===== src/rtl/alu_md.sv =====
// ALU with an iterative multiply/divide unit: basic ops complete in one cycle,
// M-extension ops run a WIDTH-step shift-add / restoring-divide sequence.
module alu_md #(
  parameter int WIDTH = 32
) (
  input  logic             clock,
  input  logic             reset_n,
  input  logic             in_valid,
  output logic             in_ready,
  input  logic [4:0]       ALU_operation,
  input  logic [WIDTH-1:0] op1,
  input  logic [WIDTH-1:0] op2,
  output logic             out_valid,
  input  logic             out_ready,
  output logic [WIDTH-1:0] ALU_result,
  output logic             Zero,
  output logic [1:0]       state_o
);

  localparam int SW = $clog2(WIDTH);
  localparam logic [SW-1:0] LAST = SW'(WIDTH - 1);

  typedef enum logic [1:0] {IDLE = 2'd0, CALC = 2'd1, DONE = 2'd2} state_t;

  // Handshake: a request transfers on a rising edge with in_valid && in_ready;
  // a result transfers on a rising edge with out_valid && out_ready.
  state_t state_q, state_d;
  logic              accept, is_mop, idle;
  logic [SW-1:0]     cnt_q, cnt_d;
  logic [2*WIDTH-1:0] p_q, p_d;
  logic [WIDTH-1:0]  m_q, m_d;
  logic [2:0]        sub_q, sub_d;
  logic              neg_q, neg_d, aneg_q, aneg_d, div0_q, div0_d;
  logic [WIDTH-1:0]  res_q, res_d;
  logic              zero_q, zero_d;

  logic [SW-1:0]     shamt;
  logic [WIDTH-1:0]  basic_res;
  logic              sign_a, sign_b, a_neg, b_neg;
  logic [WIDTH-1:0]  a_mag, b_mag;
  logic              s_div;
  logic [WIDTH-1:0]  s_m;
  logic [2*WIDTH-1:0] s_p, p_step, prod;
  logic [WIDTH:0]    msum, shifted, diff;
  logic              ge;
  logic [WIDTH-1:0]  quo, rmd, m_res;

  assign accept = in_valid && in_ready;
  assign is_mop = (ALU_operation[4:3] == 2'b10);
  assign idle   = (state_q == IDLE);
  assign shamt  = op2[SW-1:0];

  always_comb begin
    basic_res = '0;
    case (ALU_operation)
      5'b00000: basic_res = op1 + op2;
      5'b00001: basic_res = op1 - op2;
      5'b00010: basic_res = {{(WIDTH-1){1'b0}}, ($signed(op1) < $signed(op2))};
      5'b00011: basic_res = {{(WIDTH-1){1'b0}}, (op1 < op2)};
      5'b00100: basic_res = op1 & op2;
      5'b00101: basic_res = op1 | op2;
      5'b00110: basic_res = op1 ^ op2;
      5'b00111: basic_res = op1 << shamt;
      5'b01000: basic_res = op1 >> shamt;
      5'b01001: basic_res = $signed(op1) >>> shamt;
      default:  basic_res = '0;
    endcase
  end

  // Operand signedness: bit 2 selects the divide group, low bits pick the variant.
  always_comb begin
    sign_a = 1'b0;
    sign_b = 1'b0;
    if (ALU_operation[2]) begin
      sign_a = ~ALU_operation[0];
      sign_b = ~ALU_operation[0];
    end else begin
      sign_a = ALU_operation[1] ^ ALU_operation[0];
      sign_b = (ALU_operation[1:0] == 2'b01);
    end
  end

  assign a_neg = sign_a & op1[WIDTH-1];
  assign b_neg = sign_b & op2[WIDTH-1];
  assign a_mag = a_neg ? -op1 : op1;
  assign b_mag = b_neg ? -op2 : op2;

  // The accept edge performs the first step straight from the operands, so
  // WIDTH steps complete by the WIDTH-th edge counting the accept edge.
  assign s_div = idle ? ALU_operation[2] : sub_q[2];
  assign s_m   = idle ? (ALU_operation[2] ? b_mag : a_mag) : m_q;
  assign s_p   = idle ? {{WIDTH{1'b0}}, (ALU_operation[2] ? a_mag : b_mag)} : p_q;

  assign msum    = {1'b0, s_p[2*WIDTH-1:WIDTH]} + (s_p[0] ? {1'b0, s_m} : {(WIDTH+1){1'b0}});
  assign shifted = {s_p[2*WIDTH-1:WIDTH], s_p[WIDTH-1]};
  assign diff    = shifted - {1'b0, s_m};
  assign ge      = ~diff[WIDTH];
  assign p_step  = s_div ? {(ge ? diff[WIDTH-1:0] : shifted[WIDTH-1:0]), s_p[WIDTH-2:0], ge}
                         : {msum, s_p[WIDTH-1:1]};

  assign prod = neg_q ? -p_step : p_step;
  assign quo  = p_step[WIDTH-1:0];
  assign rmd  = p_step[2*WIDTH-1:WIDTH];

  // Divide-by-zero leaves quotient all ones and remainder = |op1|; only the
  // signed quotient must skip sign correction to stay all ones.
  always_comb begin
    m_res = '0;
    case (sub_q)
      3'b000:                m_res = prod[WIDTH-1:0];
      3'b001, 3'b010, 3'b011: m_res = prod[2*WIDTH-1:WIDTH];
      3'b100:                m_res = div0_q ? {WIDTH{1'b1}} : (neg_q ? -quo : quo);
      3'b101:                m_res = quo;
      3'b110:                m_res = aneg_q ? -rmd : rmd;
      default:               m_res = rmd;
    endcase
  end

  always_comb begin
    p_d    = p_q;
    m_d    = m_q;
    sub_d  = sub_q;
    neg_d  = neg_q;
    aneg_d = aneg_q;
    div0_d = div0_q;
    cnt_d  = cnt_q;
    res_d  = res_q;
    zero_d = zero_q;
    case (state_q)
      IDLE: begin
        if (accept) begin
          if (is_mop) begin
            p_d    = p_step;
            m_d    = s_m;
            sub_d  = ALU_operation[2:0];
            neg_d  = a_neg ^ b_neg;
            aneg_d = a_neg;
            div0_d = (op2 == '0);
            cnt_d  = SW'(1);
          end else begin
            res_d  = basic_res;
            zero_d = (basic_res == '0);
          end
        end
      end
      CALC: begin
        p_d   = p_step;
        cnt_d = cnt_q + SW'(1);
        if (cnt_q == LAST) begin
          res_d  = m_res;
          zero_d = (m_res == '0);
          cnt_d  = '0;
        end
      end
      default: ;
    endcase
  end

  always_ff @(posedge clock) begin
    if (!reset_n) begin
      state_q <= IDLE;
      cnt_q   <= '0;
      p_q     <= '0;
      m_q     <= '0;
      sub_q   <= '0;
      neg_q   <= 1'b0;
      aneg_q  <= 1'b0;
      div0_q  <= 1'b0;
      res_q   <= '0;
      zero_q  <= 1'b0;
    end else begin
      state_q <= state_d;
      cnt_q   <= cnt_d;
      p_q     <= p_d;
      m_q     <= m_d;
      sub_q   <= sub_d;
      neg_q   <= neg_d;
      aneg_q  <= aneg_d;
      div0_q  <= div0_d;
      res_q   <= res_d;
      zero_q  <= zero_d;
    end
  end

  always_comb begin
    state_d = state_q;
    case (state_q)
      IDLE:    if (accept) state_d = is_mop ? CALC : DONE;
      CALC:    if (cnt_q == LAST) state_d = DONE;
      DONE:    if (out_ready) state_d = IDLE;
      default: state_d = IDLE;
    endcase
  end

  always_comb begin
    in_ready  = (state_q == IDLE);
    out_valid = (state_q == DONE);
    state_o   = state_q;
  end

  assign ALU_result = res_q;
  assign Zero       = zero_q;

endmodule


===== config.mk =====
export PLATFORM = sky130hd
export DESIGN_NAME = alu_md
export DESIGN_NICKNAME = d
export VERILOG_FILES = /design/src/rtl/alu_md.sv
export SDC_FILE = /design/constraint.sdc
export NUM_CORES = 1
export LEC_CHECK = 0
export BUFFER_PORTS_ARGS = -buffer_cell sky130_fd_sc_hd__buf_2
export CELL_PAD_IN_SITES_DETAIL_PLACEMENT = 1
export CELL_PAD_IN_SITES_GLOBAL_PLACEMENT = 2
export CORE_MARGIN = 2
export CORE_UTILIZATION = 34
export CTS_CLUSTER_SIZE = 24
export DETAILED_ROUTE_END_ITERATION = 10
export GPL_ROUTABILITY_DRIVEN = 0
export PLACE_DENSITY_LB_ADDON = 0.1
export RECOVER_POWER = 100
export SLEW_MARGIN = 5
export SYNTH_ARGS = -nofsm -noshare
export SYNTH_HDL_FRONTEND = slang
export SYNTH_SLANG_ARGS = --single-unit

===== constraint.sdc =====
create_clock -name clock -period 8.4 [get_ports clock]
set_input_delay 0 -clock clock [delete_from_list [all_inputs] [get_ports clock]]
set_output_delay 0 -clock clock [all_outputs]
set_load 0.01 [all_outputs]

# [After elaboration in Yosys (flattened, before gate mapping)]
# Cells that the tools add are included.
[word_totals] ff_bits=142 in_bits=73 elab_cells=110
[op_classes] n_addsub=10 order_cmp=2 n_eq_ne=25 shifts=3 muxes=38 bitwise=9 reduce_logical=13
[ops] operator="$mux W32" count=13
[ops] operator="$mux W64" count=5
[ops] operator="$pmux W32 S10" count=1
[ops] operator="$pmux W32 S5" count=1
[ops] operator="$neg A32 Y32" count=4
[ops] operator="$pmux W64 S2" count=1
[ops] operator="$logic_not A32 Y1" count=3
[ops] operator="$lt A32 B32 Y1" count=2
[ops] operator="$neg A64 Y64" count=1
[ops] operator="$pmux W32 S2" count=1
[ops] operator="$add A32 B32 Y33" count=1
[ops] operator="$sub A33 B32 Y33" count=1
[ops] operator="$add A32 B32 Y32" count=1
[ops] operator="$and A32 B32 Y32" count=1
[ops] operator="$or A32 B32 Y32" count=1
[ops] operator="$shl A32 B5 Y32" count=1
[ops] operator="$shr A32 B5 Y32" count=1
[ops] operator="$sshr A32 B5 Y32" count=1
[ops] operator="$sub A32 B32 Y32" count=1
[ops] operator="$xor A32 B32 Y32" count=1
[ops] operator="$eq A5 B3 Y1 const B" count=4
[ops] operator="$mux W5" count=3
[ops] operator="$eq A5 B2 Y1 const B" count=2
[ops] operator="$eq A5 B4 Y1 const B" count=2
[ops] operator="26 further kinds" count=47

# [Depth between registers and ports, before layout]
[logic_depth] ltp_word=16 ltp_mapped=37 mapped_depth_nobuf=32

# [Worst setup path before layout]
# No wires, ideal clock.
[synth_timing] path_type="input port to flip-flop" startpoint="input op2[0]" endpoint="register zero_q, in the netlist Zero" arrival_time_ns=8.444 setup_slack_ns=-0.117 stages=33 n_path_buf=7 path_cell_list="clkbuf_1 -> buf_1 -> buf_1 -> clkbuf_1 -> buf_1 -> clkbuf_1 -> mux2i_1 -> o21ai_0 -> ha_1 -> inv_1 -> fa_1 -> a211oi_1 -> o211ai_1 -> nand4_1 -> a21boi_2 -> o31ai_1 -> nor2_1 -> a21oi_1 -> ha_1 -> inv_1 -> a211oi_1 -> nand4_1 -> nor3_2 -> nand4_4 -> or4_4 -> buf_6 -> o31ai_4 -> or3b_1 -> a32oi_2 -> nand3_1 -> nor4b_2 -> nand4_1 -> o211ai_2"
[synth_via] elab_chain_cells=14 word_cells_on_any_way=37 cone_classes="8 x add/sub; 2 x order compare; 3 x shift; 18 x mux; 4 x bitwise; 2 x reduce/logical"
[synth_lines] element="start, declared" line="12" text="input logic [WIDTH-1:0] op2,"
[synth_lines] element="$neg A32 Y32" line="86" text="assign b_mag = b_neg ? -op2 : op2;"
[synth_lines] element="$mux W32 *" line="86"
[synth_lines] element="$mux W32 * (2 in a row)" line="91" text="assign s_m = idle ? (ALU_operation[2] ? b_mag : a_mag) : m_q;"
[synth_lines] element="via s_m[0]" line="42" text="logic [WIDTH-1:0] s_m;"
[synth_lines] element="$mux W32 / $sub A33 B32 Y33 (equally long branches)" line="94, 96"
[synth_lines] element="$add A32 B32 Y33 / $not A1 Y1 (equally long branches)" line="94, 97"
[synth_lines] element="$mux W64 *" line="98" text="assign p_step = s_div ? {(ge ? diff[WIDTH-1:0] : shifted[WIDTH-1:0]), s_p[WIDTH-2:0], ge}"
[synth_lines] element="$neg A32 Y32" line="112" text="3'b100: m_res = div0_q ? {WIDTH{1'b1}} : (neg_q ? -quo : quo);"
[synth_lines] element="$mux W32 (2 in a row)" line="112"
[synth_lines] element="$pmux W32 S5 *" line="109" text="case (sub_q)"
[synth_lines] element="$logic_not A32 Y1 *" line="151" text="zero_d = (m_res == '0);"
[synth_lines] element="$mux W1 *" line="149" text="if (cnt_q == LAST) begin"
[synth_lines] element="$pmux W1 S2 *" line="129" text="case (state_q)"
[synth_lines] element="end signal, assigned" line="181" text="zero_q <= zero_d;"
[synth_lines] element="end, declared" line="35" text="logic zero_q, zero_d;"
# The timed path passes the listed nets; every way through them passes the cells marked *. The select of a mux whose other input is x is not followed.
# A chain may end at the register's enable or synchronous reset.

# [Final worst setup path]
[layout_timing] startpoint="register state_q[1], in the netlist state_o[1]" endpoint="register zero_q, in the netlist Zero"
[layout_via] elab_chain_cells=12 word_cells_on_any_way=28 cone_classes="5 x add/sub; 4 x eq/ne; 13 x mux; 1 x bitwise; 5 x reduce/logical"
[layout_lines] element="start, declared" line="27" text="state_t state_q, state_d;"
[layout_lines] element="start signal, assigned" line="172" text="state_q <= state_d;"
[layout_lines] element="branches (longest 12 deep; another with $neg A64 Y64)"
# Parallel ways; which one is timed is not known. The select of a mux whose other input is x is not followed.

==> results.sh <==
export IMPL_fp_dieW_um=284
export IMPL_totalNegativeSetupSlack_ns=0
export IMPL_fp_dieArea_um2=80700
export IMPL_cts_buffer_depth=2
export IMPL_dp_cells=4928
export IMPL_row_count=102
export IMPL_timing_critical_path_required_ns=8.83
export IMPL_rrSetupSlack_ns=0.17
export IMPL_cts_sinks=142
export IMPL_post_synth_instance_area_um2=26700
export IMPL_cp_slowest_stage_delay_ns=1.10
export IMPL_outcome="finished with violations"
export IMPL_ys_seq_elements=142
export IMPL_pwr_share_comb_pct=60.7
export IMPL_layout_drive_gt1_share_pct=11.7
export IMPL_cp_data_arrival_time_ns=8.67
export IMPL_area_delta_synth_final_pct=10.5
export IMPL_cp_start_kind="register"
export IMPL_cp_max_fo=13
export IMPL_wl_met1_mm=68.6
export IMPL_top_level_ports=110
export IMPL_crit_slowest_cell="o32ai_1"
export IMPL_yosys_most_used_dff="dfxtp_1"
export IMPL_start_util_pct=34.4
export IMPL_synth_edf_count=0
export IMPL_avgRoutedWirePerCell_um=33.6
export IMPL_postRouteAntennaNets=0
export IMPL_antenna_found_initial=4
export IMPL_cts_clk_slew_worst_paths_ns=0.07
export IMPL_grt_ovfl_total=0
export IMPL_grt_pass1_vias=33300
export IMPL_drt_pass1_iter_count=6
export IMPL_routed_wl_mm=167
export IMPL_drtIter0Drc=4444
export IMPL_cts_max_level=4
export IMPL_critical_path_class="reg2reg"
export IMPL_ys_seq_area_share_pct=10.7
export IMPL_nets=4158
export IMPL_core_um2=77600
export IMPL_hpwl_mm=133
export IMPL_root_buffer="clkbuf_16"
export IMPL_num_vias=34900
export IMPL_violations="capacitance limit, slew limit"
export IMPL_syn_avg_cell_area_um2=6.85
export IMPL_fin_skew_ns=0.0300
export IMPL_hold_viol=0
export IMPL_grt_usage_pct=39.8
export IMPL_grt_max_degree=81
export IMPL_viasPerCell=7.03
export IMPL_rsz0062_at_grt="false"
export IMPL_tightestPinTransition_ns=3.60
export IMPL_power_leakage_nw=11.2
export IMPL_crit_family="compound AO/OA/AOI/OAI gates"
export IMPL_clockPowerShare_pct=20.8
export IMPL_setup_violations=0
export IMPL_synth_cell_type_count=97
export IMPL_synth_fp_nets=4140
export IMPL_crit_buf_inv=5
export IMPL_hp_class="in2reg"
export IMPL_met3WireLength_mm=19.0
export IMPL_worst_path_most_repeated_cell="buf_4"
export IMPL_wl_met2_mm=69.6
export IMPL_p_sw_mw=2.17
export IMPL_max_freq_ghz=0.121
export IMPL_power_density_nw_per_um2=139
export IMPL_async_reset_ff_share_pct=0
export IMPL_place_worst_setup_slack_ns=-0.0236
export IMPL_max_slew_margin_pct=-140
export IMPL_sw_frac_of_total_pct=53.0
export IMPL_end_kind="register"
export IMPL_final_cells=4967
export IMPL_p_int_mw=1.92
export IMPL_setup_ws_ns=0.165
export IMPL_design_area_um2=29500
export IMPL_port_buffers=109
export IMPL_maxCapViolCount=3
export IMPL_cts_inserted_buffers=17
export IMPL_placed_cell_area_um2=29000
export IMPL_max_vdd_ir_drop_uv=149
export IMPL_syn_inst=3892
export IMPL_p_seq_share_pct=18.5
export IMPL_top_layer="met4"
export IMPL_tritoncts="yes"
export IMPL_drv_slew=124
export IMPL_min_period_over_period_pct=98.0
export IMPL_drcViolationCount=0
export IMPL_post_route_min_period_ns=8.23
export IMPL_die_h_um=284
export IMPL_final_core_util_pct=38.0
export IMPL_yosysWarnings=0
export IMPL_post_cts_setup_buffers=0
export IMPL_fillers=9947
export IMPL_grt_pass1_wl_mm=240
export IMPL_clk_latency_ns=0.51
[metrics by stage]
stage / hold slack [ns] / total power, mW
finish: 0.0723 / 4.09
global route: 0.0788 / 4.23
CTS: 0.0251 / 4.01
detailed placement: 0.278 / 3.15
global placement: 0.267 / 3.11
floorplan: 0.122 / 2.15
[routing by layer]
| layer | track usage (%) | up-vias |
|---|---|---|
| met2 | 59.3 | 2364 |
| li1 | - | 14800 |
| met5 | 0 | - |
| met4 | 19.5 | 0 |
| met1 | 53.9 | 17300 |
| met3 | 9.01 | 440 |
[worst reg2reg max path: cells and delay by family, from the launching register on]
kind | cells | cell delay (ns)
compound gates | 9 | 3.17
buf+inv | 5 | 1.45
flops | 1 | 0.50
mux | 1 | 0.13
fa+ha+maj | 1 | 0.28
simple gates | 9 | 2.63
[logic make-up (layout without fill, tap and decap cells)]
| group | count (synthesis) | after routing | share of synthesized area (%) |
|---|---|---|---|
| xor gates and xnor gates | 122 | 122 | 4.01 |
| muxes | 130 | 130 | 7.78 |
| buffers and inverters | 462 | 493 | 6.62 |
| DFF | 142 | 142 | 10.7 |
| and+or+nand+nor | 1472 | 1472 | 26.6 |
| other | 0 | 4 | 0 |
| adders and majority gates | 175 | 175 | 8.32 |
| AOI/OAI and AO/OA | 1389 | 1389 | 36.0 |
[worst paths after layout]
| path | startpoint | endpoint | cells after the start |
|---|---|---|---|
| worst max-delay path | state_o[1]$_SDFFE_PN0P_ | Zero$_SDFFE_PN0P_ | 25 |
| worst min-delay path | ALU_operation[0] | sub_q[0]$_SDFFE_PN0P_ | 4 |
| worst max register to register | state_o[1]$_SDFFE_PN0P_ | Zero$_SDFFE_PN0P_ | 25 |
| worst min register to register | ALU_result[12]$_SDFFE_PN0P_ | ALU_result[12]$_SDFFE_PN0P_ | 2 |
[power groups by stage]
stage                     logic [mW]  registers (mW)  clock network (mW)
final                           2.48           0.757               0.850
after CTS                       2.39           0.755               0.863
after floorplan                 1.38           0.762                   0
after global placement          2.34           0.769                   0
after global routing            2.58           0.761               0.884
after detailed placement        2.38           0.770                   0
[state kept, by name, summed over array words and instances (netlist names)]
signal and count:
p_q 64, div0_q 1, cnt_q 5, ALU_result 32, Zero 1, state_o 2
sub_q 3, neg_q 1, aneg_q 1, m_q 32
[cell usage after synthesis, types with 58 or more instances]
master	number	area, µm²
clkbuf_1	274	1030
inv_1	131	492
nand2_1	334	1250
a21o_1	64	480
nor3_1	123	616
ha_1	171	2140
mux4_2	61	1370
a21oi_1	323	1620
dfxtp_1	142	2840
a211oi_1	152	1140
o21ai_0	210	1050
a31oi_1	58	363
xnor2_1	96	841
nor2_1	507	1900
mux2i_1	60	601
nand3_1	83	415
[placed cells by master (no fill, tap or decap), types with 68 or more instances in the layout]
cell type / n
clkbuf_1: 68
dfxtp_1: 141
xnor2_1: 96
nor2_1: 504
nor3_1: 120
buf_2: 73
a21oi_1: 320
a211oi_1: 151
nand2_1: 334
inv_1: 131
nand3_1: 83
o21ai_0: 210
ha_1: 171
buf_4: 178
[layout make-up]
cell class | instances | area [µm²] | area share [%]
antenna | 4 | 10.0 | 0.0340
clock buffer | 18 | 429 | 1.46
clock inverter | 14 | 170 | 0.578
inverter | 137 | 517 | 1.75
multi-input combinational | 3288 | 22200 | 75.3
sequential | 142 | 2840 | 9.65
tap | 1040 | 1300 | 4.42
timing repair buffer | 324 | 2020 | 6.85
[timing repair]
action                     in CTS  in global routing
hold buffers                    3                  0
setup endpoints to repair       0                  5
gates resized for setup         0                  8
hold endpoints to repair        8                  0
Note: power is estimated with default switching activity, not from simulation.
